`src/rtl/uart_pkg.sv`:
```
// -----------------------------------------------------------------------------
// uart_pkg
// Shared definitions for the UART transmitter slice.
//   - tx_state_t         : transmitter FSM state encoding
//   - PAR_EVEN / PAR_ODD : values of PAR_TYP
//   - DEFAULT_DATA_WIDTH : default parallel word width
// -----------------------------------------------------------------------------
package uart_pkg;

  localparam int DEFAULT_DATA_WIDTH = 8;

  localparam logic PAR_EVEN = 1'b0;
  localparam logic PAR_ODD  = 1'b1;

  typedef enum logic [2:0] {
    IDLE   = 3'd0,
    START  = 3'd1,
    DATA   = 3'd2,
    PARITY = 3'd3,
    STOP   = 3'd4
  } tx_state_t;

endpackage

```
`src/rtl/uart_tx_if.sv`:
```
// -----------------------------------------------------------------------------
// uart_tx_if
// Request/line bundle between a frame producer and the UART transmitter.
//   P_DATA     : parallel word to send
//   Data_Valid : request, single-cycle or held as a level
//   PAR_EN     : 1 = append a parity bit
//   PAR_TYP    : PAR_EVEN / PAR_ODD
//   TX_OUT     : serial line, idle high
//   busy       : high while a frame is on the line
// Modports: master = producer, slave = transmitter.
// -----------------------------------------------------------------------------
interface uart_tx_if #(
  parameter int DATA_WIDTH = uart_pkg::DEFAULT_DATA_WIDTH
);

  logic [DATA_WIDTH-1:0] P_DATA;
  logic                  Data_Valid;
  logic                  PAR_EN;
  logic                  PAR_TYP;
  logic                  TX_OUT;
  logic                  busy;

  modport master (
    output P_DATA, Data_Valid, PAR_EN, PAR_TYP,
    input  TX_OUT, busy
  );

  modport slave (
    input  P_DATA, Data_Valid, PAR_EN, PAR_TYP,
    output TX_OUT, busy
  );

endinterface

```
`src/rtl/uart_tx_serializer.sv`:
```
// -----------------------------------------------------------------------------
// uart_tx_serializer
// Holds the captured data word and the DATA-state bit counter.
//   i_clk   : bit clock
//   i_rst   : synchronous active-low reset (clears word and counter)
//   i_load  : capture i_data, clear the counter
//   i_shift : advance one bit (LSB first)
//   i_data  : parallel word to capture
//   o_bit   : bit currently at the head of the word
//   o_last  : counter is at DATA_WIDTH-1 (final data bit)
// -----------------------------------------------------------------------------
module uart_tx_serializer
  import uart_pkg::*;
#(
  parameter int DATA_WIDTH = DEFAULT_DATA_WIDTH
) (
  input  logic                  i_clk,
  input  logic                  i_rst,
  input  logic                  i_load,
  input  logic                  i_shift,
  input  logic [DATA_WIDTH-1:0] i_data,
  output logic                  o_bit,
  output logic                  o_last
);

  // A one-bit word still needs a one-bit counter.
  localparam int CNT_W = (DATA_WIDTH > 1) ? $clog2(DATA_WIDTH) : 1;
  localparam logic [CNT_W-1:0] LAST_IDX = CNT_W'(DATA_WIDTH - 1);

  logic [DATA_WIDTH-1:0] r_shreg;
  logic [CNT_W-1:0]      r_cnt;

  always_ff @(posedge i_clk) begin
    if (!i_rst) begin
      r_shreg <= '0;
      r_cnt   <= '0;
    end else if (i_load) begin
      r_shreg <= i_data;
      r_cnt   <= '0;
    end else if (i_shift) begin
      r_shreg <= r_shreg >> 1;
      r_cnt   <= r_cnt + 1'b1;
    end
  end

  assign o_bit  = r_shreg[0];
  assign o_last = (r_cnt == LAST_IDX);

endmodule

```
`src/rtl/uart_tx.sv`:
```
// -----------------------------------------------------------------------------
// uart_tx
// Serial transmitter: START(0), DATA_WIDTH data bits LSB first, optional
// parity bit, STOP(1). One serial bit per CLK cycle. TX_OUT and busy are
// registered from the current state, so the line lags the FSM by one cycle:
// the start bit appears on the edge after the one that accepts the request.
//   CLK   : bit clock
//   RST   : synchronous active-low reset; aborts any frame, line goes high
//   tx_if : uart_tx_if.slave (P_DATA, Data_Valid, PAR_EN, PAR_TYP in;
//           TX_OUT, busy out)
// Build option: define UART_TX_PARITY_EN to include the PARITY state and
// parity register. Without it PAR_EN/PAR_TYP are ignored and every frame
// goes DATA -> STOP.
// -----------------------------------------------------------------------------
module uart_tx
  import uart_pkg::*;
#(
  parameter int DATA_WIDTH = DEFAULT_DATA_WIDTH
) (
  input  logic      CLK,
  input  logic      RST,
  uart_tx_if.slave  tx_if
);

  tx_state_t r_state;
  logic      r_tx;
  logic      r_busy;

  logic w_load;
  logic w_shift;
  logic w_bit;
  logic w_last;

  // Requests are only seen in IDLE; elsewhere Data_Valid is simply dropped.
  assign w_load  = (r_state == IDLE) && tx_if.Data_Valid;
  assign w_shift = (r_state == DATA);

  uart_tx_serializer #(
    .DATA_WIDTH (DATA_WIDTH)
  ) u_ser (
    .i_clk   (CLK),
    .i_rst   (RST),
    .i_load  (w_load),
    .i_shift (w_shift),
    .i_data  (tx_if.P_DATA),
    .o_bit   (w_bit),
    .o_last  (w_last)
  );

`ifdef UART_TX_PARITY_EN
  logic r_par_en;
  logic r_par_bit;
  logic w_par_bit;

  // Parity of the word being captured, so later P_DATA/PAR_TYP changes
  // cannot disturb the frame in flight.
  assign w_par_bit = (tx_if.PAR_TYP == PAR_EVEN) ? (^tx_if.P_DATA)
                                                 : ~(^tx_if.P_DATA);

  always_ff @(posedge CLK) begin
    if (!RST) begin
      r_par_en  <= 1'b0;
      r_par_bit <= 1'b0;
    end else if (w_load) begin
      r_par_en  <= tx_if.PAR_EN;
      r_par_bit <= w_par_bit;
    end
  end
`else
  logic [1:0] w_unused_par;
  assign w_unused_par = {tx_if.PAR_EN, tx_if.PAR_TYP};
`endif

  always_ff @(posedge CLK) begin
    if (!RST) begin
      r_state <= IDLE;
      r_tx    <= 1'b1;
      r_busy  <= 1'b0;
    end else begin
      case (r_state)
        IDLE: begin
          r_tx   <= 1'b1;
          r_busy <= 1'b0;
          if (tx_if.Data_Valid) r_state <= START;
        end
        START: begin
          r_tx    <= 1'b0;
          r_busy  <= 1'b1;
          r_state <= DATA;
        end
        DATA: begin
          r_tx   <= w_bit;
          r_busy <= 1'b1;
          if (w_last) begin
`ifdef UART_TX_PARITY_EN
            r_state <= r_par_en ? PARITY : STOP;
`else
            r_state <= STOP;
`endif
          end
        end
`ifdef UART_TX_PARITY_EN
        PARITY: begin
          r_tx    <= r_par_bit;
          r_busy  <= 1'b1;
          r_state <= STOP;
        end
`endif
        STOP: begin
          r_tx    <= 1'b1;
          r_busy  <= 1'b1;
          r_state <= IDLE;
        end
        default: begin
          r_tx    <= 1'b1;
          r_busy  <= 1'b0;
          r_state <= IDLE;
        end
      endcase
    end
  end

  assign tx_if.TX_OUT = r_tx;
  assign tx_if.busy   = r_busy;

endmodule

```
`src/flat_wrapper.sv`:
```
// flat-port wrapper written by rule: the top's interface ports become plain ports
module uart_tx_flat import uart_pkg::*;
#(
  parameter int DATA_WIDTH = DEFAULT_DATA_WIDTH
)
  (CLK, RST, tx_if_P_DATA, tx_if_Data_Valid, tx_if_PAR_EN, tx_if_PAR_TYP, tx_if_TX_OUT, tx_if_busy);
  uart_tx_if #(.DATA_WIDTH(DATA_WIDTH)) tx_if_i ();
  input  logic CLK;
  input  logic RST;
  input wire logic [$bits(tx_if_i.P_DATA)-1:0] tx_if_P_DATA;
  input wire logic [$bits(tx_if_i.Data_Valid)-1:0] tx_if_Data_Valid;
  input wire logic [$bits(tx_if_i.PAR_EN)-1:0] tx_if_PAR_EN;
  input wire logic [$bits(tx_if_i.PAR_TYP)-1:0] tx_if_PAR_TYP;
  output wire logic [$bits(tx_if_i.TX_OUT)-1:0] tx_if_TX_OUT;
  output wire logic [$bits(tx_if_i.busy)-1:0] tx_if_busy;
  assign tx_if_i.P_DATA = tx_if_P_DATA;
  assign tx_if_i.Data_Valid = tx_if_Data_Valid;
  assign tx_if_i.PAR_EN = tx_if_PAR_EN;
  assign tx_if_i.PAR_TYP = tx_if_PAR_TYP;
  assign tx_if_TX_OUT = tx_if_i.TX_OUT;
  assign tx_if_busy = tx_if_i.busy;
  uart_tx #(.DATA_WIDTH(DATA_WIDTH)) u_core (.CLK(CLK), .RST(RST), .tx_if(tx_if_i));
endmodule
```
`config.mk`:
```
export PLATFORM = sky130hd
export DESIGN_NAME = uart_tx_flat
export DESIGN_NICKNAME = d
export VERILOG_FILES = /design/src/rtl/uart_pkg.sv /design/src/rtl/uart_tx_if.sv /design/src/rtl/uart_tx_serializer.sv /design/src/rtl/uart_tx.sv /design/src/flat_wrapper.sv
export SDC_FILE = /design/constraint.sdc
export NUM_CORES = 1
export LEC_CHECK = 0
export ABC_AREA = 1
export BUFFER_PORTS_ARGS = -buffer_cell sky130_fd_sc_hd__buf_2
export CAP_MARGIN = 25
export CORE_UTILIZATION = 46
export CTS_CLUSTER_SIZE = 10
export DETAILED_ROUTE_END_ITERATION = 10
export HOLD_SLACK_MARGIN = 0.1
export PLACE_DENSITY_LB_ADDON = 0.25
export SYNTH_ARGS = -nofsm -noshare
export SYNTH_HDL_FRONTEND = slang
export SYNTH_SLANG_ARGS = --single-unit
```
`constraint.sdc`:
```
create_clock -name CLK -period 2.01 [get_ports CLK]
set_clock_uncertainty 0.15 [all_clocks]
set_input_delay 0.603 -clock CLK [delete_from_list [all_inputs] [get_ports CLK]]
set_output_delay 0.603 -clock CLK [all_outputs]
set_load 0.02 [all_outputs]
```
==> results of run 1 <==
report_power, final:
part           leakage, nW  switching, mW  internal [mW]  total, mW
sequential           0.131         0.0141          0.338      0.352
combinational        0.255         0.0603         0.0354     0.0957
clock               0.0210          0.106          0.110      0.216
total                0.407          0.180          0.483      0.664
worst min-delay path, stage by stage (launching register included):
cell and delay, ps:
dfxtp_1 320, nand2_1 60, a21oi_1 60
sequential cells by signal (all words and copies together) (netlist names):
| name | flops |
|---|---|
| u_core.tx_if.TX_OUT | 1 |
| u_core.r_state | 3 |
| u_core.u_ser.r_shreg | 8 |
| u_core.tx_if.busy | 1 |
| u_core.u_ser.r_cnt | 3 |
path summary, 6_finish.rpt:
path	end	slack, ps
setup / recovery	tx_if_TX_OUT	510
hold / removal	u_core.u_ser.r_shreg[2]	330
setup reg to reg	u_core.u_ser.r_shreg[0]	590
hold reg to reg	u_core.u_ser.r_shreg[2]	330
logic make-up after synthesis:
group                      Yosys count  share of synthesized area, %
and+or+nand+nor                     54                          34.4
buffers and inverters               16                          9.52
DFF                                 16                          43.5
AOI/OAI and AO/OA                   11                          7.99
adders and majority gates            2                          3.40
xor gates and xnor gates             1                          1.19
metal layers:
layer / GRT usage (%) / share of wire, % / wire [um]
met4: 13.5 / 3.0 / 43
met5: 0 / 0 / 0
met2: 27.5 / 42 / 599
met3: 2.59 / 3.7 / 52
met1: 23.7 / 51 / 718
synth_stat cells, drive strengths merged:
cell and instances:
nor2 3, nand3 10, nand4 8, xor2 1, o21ai 2, dfxtp 16, clkinv 1, a21oi 9
buf 3, ha 2, inv 12, nor3 2, nand2 31
cell usage in the layout, fill, tap and decap left out:
| master | Yosys | final |
|---|---|---|
| nand2_1 | 30 | 30 |
| dfxtp_1 | 16 | 16 |
| buf_2 | 2 | 12 |
| inv_1 | 10 | 10 |
| nand3_1 | 9 | 9 |
| a21oi_1 | 9 | 9 |
| nand4_1 | 8 | 8 |
| clkbuf_4 | 0 | 3 |
| inv_2 | 2 | 2 |
| nor2_1 | 2 | 2 |
| nor3_1 | 2 | 2 |
| ha_1 | 2 | 2 |
| nor2_4 | 1 | 1 |
| nand3_2 | 1 | 1 |
| o21ai_2 | 1 | 1 |
| clkinv_1 | 1 | 1 |
| nand2_2 | 1 | 1 |
| xor2_1 | 1 | 1 |
| o21ai_0 | 1 | 1 |
| clkbuf_8 | 0 | 1 |
metrics by stage:
stage / instances / power, mW
2_1_floorplan: 100 / 0.430
3_3_place_gp: 125 / 0.453
3_5_place_dp: 125 / 0.455
4_1_cts: 129 / 0.668
5_1_grt: 129 / 0.692
6_report: 129 / 0.664
area by class of cell:
class,count,area (um2)
clock buffers,4,36.3
fillers,140,676
inverters,13,48.8
multi-input cells,68,345
flip-flops and latches,16,320
well taps,16,20.0
repair buffers,12,60.1
==> flow_summary.json, run 1 <==
{
  "status": "complete, no violations",
  "rsz0062_at_grt": "no",
  "die_h_um": 42.0,
  "min_from": "u_core.u_ser.r_shreg[2]",
  "antennaDiodeCount": 0,
  "fin_nets": 129,
  "setup_ws_ps": 512,
  "post-place-ws_ps": 452,
  "crit_required_ps": 1260,
  "rr_startpoint": "u_core.r_state[0]",
  "clock_path_buffers": 2,
  "worst_pin_slew_ps": 366,
  "placed_area_um2": 795,
  "yosysUniqueCellTypes": 19,
  "power.density_nw_per_um2": 799,
  "port_buffers": 12,
  "cts_max_level": 1,
  "cp.depth": 1,
  "fin_setup_tns_ps": 0,
  "clock_sinks": 16,
  "ios": 15,
  "die_area_um2": 1760,
  "worst-path-max-fanout": 1,
  "area_growth_pct": 12.9,
  "cp-start-kind": "register",
  "finalHoldViolCount": 0,
  "max_freq_ghz": 0.667,
  "postRouteAntennaNets": 0,
  "core_um2": 1510,
  "vdd_drop_max_v": 0.000412,
  "die-width_um": 42.0,
  "routedWlPerCell_um": 11.0,
  "crit_type": "reg2out",
  "cts_resized": 0,
  "slew_headroom_pct": 75.6,
  "cp.arrival_ps": 750,
  "hold_path.class": "reg2reg",
  "setup_viol": 0,
  "grt_max_degree": 17,
  "antenna_found_initial": 0,
  "ff2ff_path_depth": 7,
  "seq_area_frac_synth_pct": 43.5,
  "vias": 656,
  "report.final.slew_viol_count": 0,
  "whs_path_depth": 2,
  "rows": 14,
  "syn_inst": 100,
  "synth_seq_cells": 16,
  "endpoint_kind": "output pin",
  "post-route-period-util_pct": 74.5,
  "yosys.area.top_type_share_pct": 43.5,
  "dr.pass1.iters": 4,
  "drt_wl_total_um": 1410,
  "drc": 0,
  "drive_gt1_share_pct": 19.5,
  "max_cap_violations": 0,
  "cts_buffers": 3,
  "max_stage_delay_ps": 310,
  "ys_warn_count": 0,
  "grt_pass1_wl_um": 2390,
  "critical_path.startpoint": "u_core.tx_if.TX_OUT",
  "place_congestion": 0.748,
  "leakagePower_nw": 0.407,
  "avgSynthCellArea_um2": 7.36,
  "cts.clk_slew.worst_paths_ps": 100,
  "critPathBufInv": 1,
  "whs_ps": 325,
  "cts_tree": "built",
  "clk_latency_ps": 290,
  "start_util_pct": 48.8,
  "cp_top_family": "flip-flops",
  "grt-ovfl-total": 0,
  "cp_cell_sequence": "buf_2",
  "crit_slowest_cell": "dfxtp_1",
  "via_per_inst": 5.09,
  "cts-root-buf": "clkbuf_4",
  "syn_area_um2": 736,
  "grtUsageTotal_pct": 18.3,
  "ys_top_cells_by_area": "dfxtp_1 (44%), nand2_1 (15%), nand4_1 (6.8%), a21oi_1 (6.1%), nand3_1 (6.1%)",
  "grt_pass1_vias": 586,
  "hpwlAfterDp_um": 1010,
  "final_cell_area_um2": 831,
  "fin_crit_ps": 1500,
  "fin_util_pct": 55.1,
  "drtIter0Drc": 16,
  "synth_nets": 115,
  "ctsHoldBuffers": 0,
  "post-cts-setup-buffers": 0,
  "synth_area_leader_cell": "dfxtp_1"
}
Power figures use the tool's default switching activity.
==> run 2, diff against run 1 <==
--- a/config.mk
+++ b/config.mk
@@ -5,10 +5,10 @@
 export SDC_FILE = /design/constraint.sdc
 export NUM_CORES = 1
 export LEC_CHECK = 0
-export ABC_AREA = 1
+export ABC_AREA = 0
 export BUFFER_PORTS_ARGS = -buffer_cell sky130_fd_sc_hd__buf_2
 export CAP_MARGIN = 25
-export CORE_UTILIZATION = 46
+export CORE_UTILIZATION = 45
 export CTS_CLUSTER_SIZE = 10
 export DETAILED_ROUTE_END_ITERATION = 10
 export HOLD_SLACK_MARGIN = 0.1
==> constraint.sdc (replaced) <==
create_clock -name CLK -period 1.3 [get_ports CLK]
set_clock_uncertainty 0.15 [all_clocks]
set_input_delay 0.39 -clock CLK [delete_from_list [all_inputs] [get_ports CLK]]
set_output_delay 0.39 -clock CLK [all_outputs]
set_load 0.02 [all_outputs]
==> run 2 against run 1 <==
  * The run now ends with negative setup slack left
  * Hold slack lost 120 ps
  * Register-to-register slack worse by 770 ps
  * Final cell count shrank 12%
  * Sequential share of layout area down 4.3 points
  * Die area decreased by 3.4%
  * Global-route usage increased by 2.9 points
  * Flip-flop and latch count unchanged
  * First-iteration DRC count decreased by 56%
  * Combinational power up 130%
  * Synthesized area down 5.6%
  * Highest routed layer unchanged
==> flow_summary.json, run 2 <==
{
  "synth_seq_cells": 16,
  "status": "finished, violations left",
  "fin_util_pct": 70.6,
  "ios": 15,
  "max_freq_ghz": 0.677,
  "syn_inst": 78,
  "antenna_found_initial": 0,
  "ys_async_sr_fraction_pct": 0,
  "yosysUniqueCellTypes": 25,
  "fin_nets": 115,
  "drtIter0Drc": 7,
  "port_buffers": 12,
  "setup_ws_ps": -178,
  "start_util_pct": 50.8,
  "die-width_um": 41.3,
  "synth_nets": 93,
  "post-route-period-util_pct": 114,
  "finalHoldViolCount": 0,
  "violations": "negative setup slack",
  "power.density_nw_per_um2": 1130,
  "reg_top3": "u_core.u_ser.r_shreg (8), u_core.r_state (3), u_core.u_ser.r_cnt (3)",
  "area_growth_pct": 38.9,
  "fin_crit_ps": 1480,
  "grt-ovfl-total": 0,
  "rows": 13,
  "max_cap_violations": 0,
  "fillers": 117,
  "layout_common_cells": "a21oi_1 (12), nand2_1 (10), buf_2 (10), dfxtp_1 (10)",
  "cts.clk_slew.worst_paths_ps": 90,
  "grt_max_degree": 12,
  "grt_pass1_wl_um": 2200,
  "drt_wl_total_um": 1570,
  "cp-start-kind": "register",
  "cts_max_level": 1,
  "final_common_cell": "a21oi_1",
  "routedWlPerCell_um": 13.8,
  "core_um2": 1370,
  "dr.pass1.iters": 2,
  "fin_setup_tns_ps": -1600,
  "synth_common_cells": "dfxtp_1 (16), a21oi_1 (15), nand2_1 (11)",
  "ys_top_cells_by_area": "dfxtp_1 (46%), a21oi_1 (11%), nand2_1 (5.9%), ha_1 (3.6%), nor4b_4 (3.4%)",
  "worst_pin_slew_ps": 257,
  "cts-root-buf": "clkbuf_4",
  "avgSynthCellArea_um2": 8.90,
  "wl_met1_um": 670,
  "post-place-ws_ps": -247,
  "die_area_um2": 1700,
  "crit_type": "reg2reg",
  "grt_pass1_vias": 499,
  "ys_warn_count": 0,
  "clock_path_buffers": 2,
  "seq_area_um2": 330,
  "multi_input_area_um2": 413,
  "leakagePower_nw": 0.406,
  "cts_buffers": 3,
  "endpoint_kind": "register",
  "final_cells": 114,
  "rsz0062_at_grt": "yes",
  "synth_area_leader_cell": "dfxtp_1",
  "antennaDiodeCount": 0,
  "final_cell_area_um2": 965,
  "placed_area_um2": 796,
  "setup_viol": 12,
  "synth-edff-count": 0,
  "whs_ps": 202,
  "drive_gt1_share_pct": 51.5,
  "crit_required_ps": 1330,
  "hpwlAfterDp_um": 958,
  "largest-register": "u_core.u_ser.r_shreg",
  "hold_path.class": "in2reg",
  "worst-path-max-fanout": 5,
  "postSynth.topFlopCell": "dfxtp_1",
  "placed_cells": 108,
  "grtUsageTotal_pct": 21.2,
  "via_per_inst": 5.52,
  "largest_register_ffs": 8,
  "wl_met2_um": 829,
  "yosys.area.top_type_share_pct": 46.1,
  "highest_layer": "met4",
  "cts_tree": "built",
  "seq_area_frac_synth_pct": 46.1,
  "clk_latency_ps": 280,
  "slew_headroom_pct": 82.9,
  "postRouteAntennaNets": 0,
  "ctsHoldBuffers": 0,
  "place_congestion": 0.667,
  "power_mw": 1.09,
  "report.final.slew_viol_count": 0,
  "syn_area_um2": 694,
  "vias": 629,
  "vdd_drop_max_v": 0.000646,
  "wl_met3_um": 38,
  "synth.most_common_cell": "dfxtp_1",
  "die_h_um": 41.3,
  "cp.arrival_ps": 1500,
  "drc": 0,
  "clock_sinks": 16
}
==> run 2: cell count changes after synthesis, sizes merged, moves of 2 or more <==
cell    change
o21ai       +6
a21oi       +6
nand3       -7
nand2      -20
a22oi       +2
nand2b      +2
inv        -11
nand4       -8
==> run 2: layer usage <==
layer,track usage [%],vias to the layer above
met5,0,-
li1,-,313
met3,4.89,4
met1,25.1,299
met2,34.8,13
met4,12.1,0
==> run 2: cell type report <==
cell class | instances | share of cell area [%]
sequential | 16 | 34.2
inverter | 1 | 0.389
clock buffer | 4 | 3.76
timing repair buffer | 22 | 16.9
tap | 15 | 1.95
multi-input combinational | 56 | 42.8
==> run 2: worst max-delay path, cell delays in order (launching register included) <==
cell and delay, ps:
dfxtp_2 340, or4b_4 560, buf_6 160, o21ai_2 110
a21oi_1 50
==> run 2: power breakdown <==
part,total [mW],internal (mW),switching [mW]
sequential,0.548,0.525,0.0235
clock,0.322,0.170,0.151
combinational,0.219,0.108,0.111
total,1.09,0.803,0.285
==> run 2: worst paths after layout <==
path | slack (ps) | endpoint | startpoint | cells after the start
max | -180 | u_core.u_ser.r_shreg[2] | u_core.r_state[1] | 4
min | 200 | u_core.u_ser.r_shreg[7] | tx_if_P_DATA[7] | 3
max reg2reg | -180 | u_core.u_ser.r_shreg[2] | u_core.r_state[1] | 4
min reg2reg | 310 | u_core.u_ser.r_shreg[1] | u_core.u_ser.r_shreg[1] | 2
==> run 2: cells by family (layout without fill, tap and decap cells) <==
family                   after synthesis  in the layout  share of synthesized area, %
AO/OA/AOI/OAI                         26             26                          20.4
AND/OR/NAND/NOR                       26             26                          21.4
flip-flops                            16             16                          46.1
buffers and inverters                  6             27                          5.94
adder cells (fa/ha/maj)                2              2                          3.60
XOR/XNOR                               2              2                          2.52
==> run 2: what timing repair did <==
item | CTS | global route
cloned | 1 | 0
setup buffers | 1 | 0
resized for setup | 22 | 13
endpoints found under the hold margin | 0 | 0
setup endpoints to repair | 14 | 16
pin swaps | 7 | 2
